**src/rtl/pipe_stage_chain.sv**
```systemverilog
// Reusable chain of pipeline registers with valid/ready handshake,
// per-stage hold, partial flush of younger stages and a stall counter.
module pipe_stage_chain #(
    parameter int                 STAGES      = 4,
    parameter int                 DATA_W      = 96,
    parameter logic [DATA_W-1:0]  BUBBLE_DATA = '0,
    parameter int                 CNT_W       = 32,
    localparam int                OCC_W       = $clog2(STAGES + 1)
) (
    input  logic                       clk,
    input  logic                       rst,
    input  logic                       in_valid,
    output logic                       in_ready,
    input  logic [DATA_W-1:0]          in_data,
    output logic                       out_valid,
    input  logic                       out_ready,
    output logic [DATA_W-1:0]          out_data,
    input  logic [STAGES-1:0]          hold,
    input  logic                       flush_en,
    input  logic [OCC_W-1:0]           flush_cnt,
    output logic [STAGES-1:0]          stage_valid,
    output logic [STAGES*DATA_W-1:0]   stage_data,
    output logic [OCC_W-1:0]           occupancy,
    output logic [CNT_W-1:0]           stall_cnt,
    input  logic                       stall_cnt_clr
);

    logic [STAGES-1:0] valid_q;
    logic [STAGES-1:0] valid_d;
    logic [DATA_W-1:0] data_q [STAGES];
    logic [DATA_W-1:0] data_d [STAGES];
    logic [STAGES-1:0] src_valid;
    logic [DATA_W-1:0] src_data [STAGES];
    logic [STAGES:0]   rdy;
    logic [OCC_W-1:0]  fc;
    logic [OCC_W-1:0]  occ_d;
    logic              stall;

    // Ready ripples from the oldest stage back to the input.
    always_comb begin
        logic r;
        r = out_ready;
        rdy[STAGES] = out_ready;
        for (int i = STAGES - 1; i >= 0; i--) begin
            r = !hold[i] && (!valid_q[i] || r);
            rdy[i] = r;
        end
    end

    always_comb begin
        src_valid[0] = in_valid;
        src_data[0]  = in_data;
        for (int i = 1; i < STAGES; i++) begin
            src_valid[i] = valid_q[i-1] && !hold[i-1];
            src_data[i]  = data_q[i-1];
        end
    end

    assign fc = flush_en ? flush_cnt : '0;

    always_comb begin
        stall = 1'b0;
        occ_d = '0;
        for (int i = 0; i < STAGES; i++) begin
            valid_d[i] = valid_q[i];
            data_d[i]  = data_q[i];
            if (OCC_W'(i) < fc) begin
                valid_d[i] = 1'b0;
                data_d[i]  = BUBBLE_DATA;
            end else if (hold[i]) begin
                stall = stall | valid_q[i];
            end else if (src_valid[i] && rdy[i]) begin
                // Entry leaving the last flushed stage dies on the way.
                if (fc != '0 && OCC_W'(i) == fc) begin
                    valid_d[i] = 1'b0;
                    data_d[i]  = BUBBLE_DATA;
                end else begin
                    valid_d[i] = 1'b1;
                    data_d[i]  = src_data[i];
                end
            end else if (rdy[i+1]) begin
                valid_d[i] = 1'b0;
                data_d[i]  = BUBBLE_DATA;
            end
            occ_d = occ_d + OCC_W'(valid_d[i]);
        end
    end

    always_ff @(posedge clk or negedge rst) begin
        if (!rst) begin
            valid_q   <= '0;
            occupancy <= '0;
            stall_cnt <= '0;
            for (int i = 0; i < STAGES; i++) begin
                data_q[i] <= BUBBLE_DATA;
            end
        end else begin
            valid_q   <= valid_d;
            occupancy <= occ_d;
            for (int i = 0; i < STAGES; i++) begin
                data_q[i] <= data_d[i];
            end
            if (stall_cnt_clr) begin
                stall_cnt <= '0;
            end else if (stall && stall_cnt != '1) begin
                stall_cnt <= stall_cnt + 1'b1;
            end
        end
    end

    always_comb begin
        for (int i = 0; i < STAGES; i++) begin
            stage_data[i*DATA_W +: DATA_W] = data_q[i];
        end
    end

    assign in_ready    = rdy[0];
    assign out_valid   = valid_q[STAGES-1];
    assign out_data    = data_q[STAGES-1];
    assign stage_valid = valid_q;

endmodule

```
**config.mk**
```make
export PLATFORM = sky130hd
export DESIGN_NAME = pipe_stage_chain
export DESIGN_NICKNAME = d
export VERILOG_FILES = /design/src/rtl/pipe_stage_chain.sv
export SDC_FILE = /design/constraint.sdc
export NUM_CORES = 1
export LEC_CHECK = 0
export ABC_AREA = 1
export CORE_AREA = 2 2 248 250
export DETAILED_ROUTE_END_ITERATION = 8
export DIE_AREA = 0 0 250 252
export GPL_TIMING_DRIVEN = 0
export MAX_ROUTING_LAYER = met4
export PLACE_DENSITY = 0.72
export REMOVE_ABC_BUFFERS = 1
export SYNTH_ARGS = -nofsm -noshare
export SYNTH_HDL_FRONTEND = slang
export SYNTH_SLANG_ARGS = --single-unit
```
**constraint.sdc**
```tcl
create_clock -name clk -period 2.6 [get_ports clk]
set_input_delay 0.39 -clock clk [delete_from_list [all_inputs] [get_ports clk]]
set_output_delay 0.39 -clock clk [all_outputs]
set_load 0.005 [all_outputs]
```
# Yosys cells after proc, flatten, opt, wreduce, memory -nomap -nowiden
# Cells that the tools add are included.
[word_totals] ff_bits=423 input_bits=109 wordCells=116
[classes] add_sub_neg=4 order_cmp=4 eq_ne=8 muxes=51 bitwise_logic=3 reduce_logical=39
[op_table] op="$mux W96" n=20
[op_table] op="$mux W32" n=2
[op_table] op="$add A32 B1 Y32 const B" n=1
[op_table] op="$ne A32 B32 Y1 const B" n=1
[op_table] op="$mux W1" n=28
[op_table] op="$logic_and A1 B1 Y1" n=16
[op_table] op="$reduce_bool A3 Y1" n=5
[op_table] op="$logic_not A1 Y1" n=8
[op_table] op="$ne A2 B1 Y1 const B" n=4
[op_table] op="$reduce_and A2 Y1" n=4
[op_table] op="$eq A2 B3 Y1 const A" n=2
[op_table] op="$lt A1 B3 Y1 const A" n=2
[op_table] op="$lt A2 B3 Y1 const A" n=2
[op_table] op="$logic_or A1 B1 Y1" n=4
[op_table] op="$add A2 B1 Y3" n=1
[op_table] op="$add A3 B1 Y3" n=1
[op_table] op="$eq A1 B3 Y1 const A" n=1
[op_table] op="$logic_not A3 Y1" n=1
[op_table] op="$mux W3" n=1
[op_table] op="$or A1 B1 Y1" n=3
[op_table] op="$add A1 B1 Y2" n=1
[op_table] op="$reduce_bool A2 Y1" n=1

# Depth between registers and ports, before layout
[depth] word_depth=16 depth_mapped=15 ltp_nobuf=15

# Worst setup path before layout
# No wires, ideal clock.
[synth_path] path_type="in2reg" from="input port out_ready" to="register occupancy[1]" setup_ps=126 arrival_time_ps=2436 slack_ps=38 path_stages=15 path_buffers=1 cell_sequence="inv_1 -> nand2_1 -> nand2_2 -> nand2_2 -> nand2_2 -> nand2_2 -> nand2_2 -> nand2_2 -> buf_2 -> a31oi_1 -> inv_1 -> fa_1 -> inv_1 -> ha_1 -> ha_1"
[synth_via] elab_chain_len=15
[synth_lines] element="start: declaration" line_no="16" source="input logic out_ready,"
[synth_lines] element="$logic_or A1 B1 Y1 *" line_no="45" source="r = !hold[i] && (!valid_q[i] || r);"
[synth_lines] element="$logic_and A1 B1 Y1 *" line_no="45"
[synth_lines] element="$logic_or A1 B1 Y1 *" line_no="45"
[synth_lines] element="$logic_and A1 B1 Y1 *" line_no="45"
[synth_lines] element="$logic_or A1 B1 Y1 *" line_no="45"
[synth_lines] element="$logic_and A1 B1 Y1 *" line_no="45"
[synth_lines] element="$logic_or A1 B1 Y1" line_no="45"
[synth_lines] element="$logic_and A1 B1 Y1" line_no="45"
[synth_lines] element="$logic_and A1 B1 Y1" line_no="72" source="end else if (src_valid[i] && rdy[i]) begin"
[synth_lines] element="$mux W1 *" line_no="72"
[synth_lines] element="$mux W1 *" line_no="70" source="end else if (hold[i]) begin"
[synth_lines] element="$mux W1 *" line_no="67" source="if (OCC_W'(i) < fc) begin"
[synth_lines] element="named net valid_d[0]" line_no="29" source="logic [STAGES-1:0] valid_d;"
[synth_lines] element="$add A1 B1 Y2 *" line_no="85" source="occ_d = occ_d + OCC_W'(valid_d[i]);"
[synth_lines] element="$add A2 B1 Y3 *" line_no="85"
[synth_lines] element="$add A3 B1 Y3 *" line_no="85"
[synth_lines] element="named net occ_d[1]" line_no="36" source="logic [OCC_W-1:0] occ_d;"
[synth_lines] element="end signal: assignment" line_no="92" source="occupancy <= '0;"
[synth_lines] element="end signal: assignment" line_no="99" source="occupancy <= occ_d;"
[synth_lines] element="end: declaration" line_no="23" source="output logic [OCC_W-1:0] occupancy,"
# The timed path passes the listed nets; every way through them passes the cells marked *.
# A chain may end at the register's enable or synchronous reset.

# Worst setup path in the final report
[layout_path] from="input port out_ready" to="register data_q (netlist bit stage_data[254])"
[layout_via] elab_chain_len=8
[layout_lines] element="$logic_or A1 B1 Y1 *" line_no="45"
[layout_lines] element="$logic_and A1 B1 Y1 *" line_no="45"
[layout_lines] element="$logic_or A1 B1 Y1" line_no="45"
[layout_lines] element="$logic_and A1 B1 Y1" line_no="45"
[layout_lines] element="$logic_and A1 B1 Y1" line_no="72"
[layout_lines] element="$mux W96" line_no="72"
[layout_lines] element="$mux W96" line_no="70"
[layout_lines] element="$mux W96" line_no="67"
[layout_lines] element="end signal: indexed assignment" line_no="101" source="data_q[i] <= data_d[i];"
[layout_lines] element="end: declaration" line_no="30" source="logic [DATA_W-1:0] data_q [STAGES];"
# Every way passes the cells marked *; elsewhere a longest branch is shown, timed or not. The select of a mux whose other input is x is not followed.

==> results.sh <==
export IMPL_status="completed"
export IMPL_final_cells=3484
export IMPL_clock_root_buffer="clkbuf_16"
export IMPL_dieArea_mm2=0.0630
export IMPL_rsz0062_at_grt="yes"
export IMPL_worstPathArrival_ns=3.08
export IMPL_worst_setup_path_start_kind="input port"
export IMPL_min_period_ns=2.58
export IMPL_finalPower_uw=15200
export IMPL_hold_path_end="stage_data[59]$_DFFE_PN0P_"
export IMPL_grt_use_total_pct=23.1
export IMPL_slew_viol_final=0
export IMPL_r2r_start="stage_valid[3]$_DFF_PN0_"
export IMPL_synthCells=2169
export IMPL_routed_wirelength_um=73100
export IMPL_crit_path_end_kind="flip-flop"
export IMPL_vias=17600
export IMPL_r2r_cells=9
export IMPL_crit_fanout=43
export IMPL_clock_sinks=423
export IMPL_worstHoldStart="in_data[59]"
export IMPL_fp_dieH_um=252
export IMPL_clockBufferDepth=3
export IMPL_port_buffers=629
export IMPL_ir_drop_mv=0.460
export IMPL_synthAdderAreaFrac_pct=0.307
export IMPL_yosysSeqAreaShare_pct=56.5
export IMPL_power_leakage_uw=0.0119
export IMPL_min_path_cells=3
export IMPL_insertion_delay_ns=0.60
export IMPL_power_density_mw_per_mm2=557
export IMPL_setup_violations=0
export IMPL_grt_pass1_wl_um=109000
export IMPL_ios=630
export IMPL_cts_buffers=49
export IMPL_area_delta_synth_final_pct=46.1
export IMPL_ys_seq_elements=423
export IMPL_worstSetupPathType="in2reg"
export IMPL_layout_common_cells="clkdlybuf4s50_1 (625), nand2_1 (540), dfrtp_1 (422)"
export IMPL_drc=0
export IMPL_yosysUniqueCellTypes=30
export IMPL_hpwlAfterDp_um=48400
export IMPL_first_pass_iters=5
export IMPL_grt_overflow_total=0
export IMPL_hold_slack_ns=0.345
export IMPL_synth_simple_gate_area_share_pct=24.3
export IMPL_fill_cells=5703
export IMPL_wl_per_cell_um=21.0
export IMPL_crit_path_start="out_ready"
export IMPL_max_freq_mhz=388
export IMPL_detail_route_antenna_nets=0
export IMPL_layout_nets=2777
export IMPL_required_ns=3.10
export IMPL_vias_per_cell=5.05
export IMPL_die_w_um=250
export IMPL_layout_commonest_cell="clkdlybuf4s50_1"
export IMPL_skew_ns=0.0235
export IMPL_synth_mux_area_share_pct=0
export IMPL_path_common_cell="nand2_2"
export IMPL_place_inst=3378
export IMPL_synth_area_mm2=0.0187
export IMPL_critPathMaxStageDelay_ns=0.47
export IMPL_path_cells="clkdlybuf4s50_1 -> inv_1 -> nand2_2 -> nand2_4 -> nand2_2 -> buf_4 -> nand4_4 -> nor2_4 -> nand2_2 -> buf_12 -> o21ai_0"
export IMPL_cts_tree="done"
export IMPL_coreArea_mm2=0.0601
export IMPL_start_util_pct=31.2
export IMPL_final_hold_viol_count=0
export IMPL_worst_pin_slew_ns=0.956
export IMPL_gp_congestion=0.901
export IMPL_antenna_found_initial=3
export IMPL_drtIter0Drc=1362
export IMPL_synth_compound_area_share_pct=6.95
export IMPL_post_route_period_util_pct=99.1
export IMPL_grt_pass1_vias=17100
export IMPL_path_clk_slew_ns=0.06
export IMPL_synth_xor_area_share_pct=0.608
export IMPL_synth_top_family_by_area="simple AND/OR/NAND/NOR gates"
export IMPL_rows=90
export IMPL_r2r_end="stage_data[254]$_DFFE_PN0P_"
export IMPL_hold_class="in2reg"
export IMPL_synth_warnings=0
export IMPL_layout_drive_gt1_share_pct=5.81
export IMPL_syn_area_per_cell_um2=8.64
export IMPL_ff2ff_setup_slack_ns=0.02
export IMPL_cp_slowest_cell="clkdlybuf4s50_1"
export IMPL_htree_levels=2
export IMPL_maxCapViolations=0
export IMPL_grt_start_max_net_pins=117
export IMPL_slew_headroom_pct=36.3
worst max-delay path by stage:
stage                                              to  slack (ns)  cells after the start
after global placement    stage_data[139]$_DFFE_PN0P_      -18.18                      1
after detailed placement    stall_cnt[23]$_DFFE_PN0P_       -1.53                     10
after floorplan             stage_data[0]$_DFFE_PN0P_       -2.11                      7
after global routing           occupancy[1]$_DFF_PN0_       -0.09                     13
after CTS                                    in_ready        0.01                      8
final                     stage_data[254]$_DFFE_PN0P_        0.02                     11
where the power goes:
part           leakage [uW]  switching (uW)  internal, uW
combinational       0.00520             901           527
clock              0.000800            2880          4160
sequential          0.00588             102          6680
cell families (layout without fill, tap and decap cells):
group	Yosys count	after routing
buffers and inverters	435	963
AOI/OAI and AO/OA	234	234
other	0	2
xor gates and xnor gates	13	13
DFF	423	423
adders and majority gates	4	4
and+or+nand+nor	1060	1063
Yosys cell counts:
library cell | count | area share, %
xor2_1 | 3 | 0.14
buf_4 | 109 | 4.4
nor2_2 | 2 | 0.067
nor3_1 | 2 | 0.053
nand4_1 | 2 | 0.067
nand3_2 | 2 | 0.11
o221ai_1 | 1 | 0.047
nand2_2 | 9 | 0.30
buf_2 | 32 | 0.85
nand3_1 | 400 | 11
o21ai_1 | 9 | 0.24
ha_1 | 3 | 0.20
buf_1 | 13 | 0.26
fa_1 | 1 | 0.11
nor3b_1 | 1 | 0.040
nand2_1 | 546 | 11
a31oi_1 | 3 | 0.10
inv_1 | 197 | 3.9
o22ai_1 | 97 | 3.2
clkbuf_1 | 77 | 1.5
nor2_1 | 94 | 1.9
nor3_4 | 1 | 0.087
a21oi_1 | 2 | 0.053
buf_6 | 4 | 0.24
nand4_4 | 1 | 0.11
o31ai_1 | 1 | 0.040
o21ai_0 | 121 | 3.2
inv_2 | 3 | 0.060
xnor2_1 | 10 | 0.47
dfrtp_1 | 423 | 57
area by class of cell:
| type | count | area [um^2] | area share, % |
|---|---|---|---|
| well taps | 782 | 978 | 3.58 |
| flip-flops and latches | 423 | 10600 | 38.7 |
| inverters | 200 | 773 | 2.83 |
| diodes | 2 | 5.00 | 0.0183 |
| clock buffers | 74 | 1450 | 5.30 |
| multi-input cells | 1314 | 6240 | 22.8 |
| repair buffers | 673 | 7120 | 26.0 |
| repair inverters | 3 | 25.0 | 0.0915 |
| clock inverters | 13 | 179 | 0.654 |
state kept, by name, indices dropped and copies added (netlist names):
signal / cells
stage_data: 288
stage_valid: 4
stall_cnt: 32
occupancy: 3
out_data: 96
routing by layer:
layer	track usage [%]	up-vias	routed length (um)
met5	-	-	0
met4	9.70	0	3160
met3	4.58	168	5720
met2	37.4	843	35300
met1	28.2	8653	29000
li1	-	7941	-
metrics by stage:
| stage | util (%) | TNS, ns | worst slack (ns) | area (um^2) |
|---|---|---|---|---|
| floorplan | - | -665.46 | -2.11 | 17400 |
| global placement | 41.0 | - | -18.18 | 24600 |
| detailed placement | 42.3 | -331.31 | -1.53 | 25500 |
| CTS | 45.4 | 0 | 0.0107 | 27300 |
| global route | 45.5 | -0.147 | -0.0945 | 27400 |
| finish | 45.5 | 0 | 0.0234 | 27400 |
worst max-delay path: cells and delay by family:
| family | cells | cell delay (ns) |
|---|---|---|
| and+or+nand+nor | 6 | 1.37 |
| buffers and inverters | 4 | 1.01 |
| AOI/OAI and AO/OA | 1 | 0.23 |
repair_timing:
action | CTS | global route
gates cloned | 5 | 1
setup endpoints to repair | 292 | 109
hold endpoints to repair | 80 | 0
pin swaps | 3 | 7
buffers inserted | 4 | 6
resized for setup | 28 | 5
hold buffers | 1 | 0
Note: power is estimated with default switching activity, not from simulation.
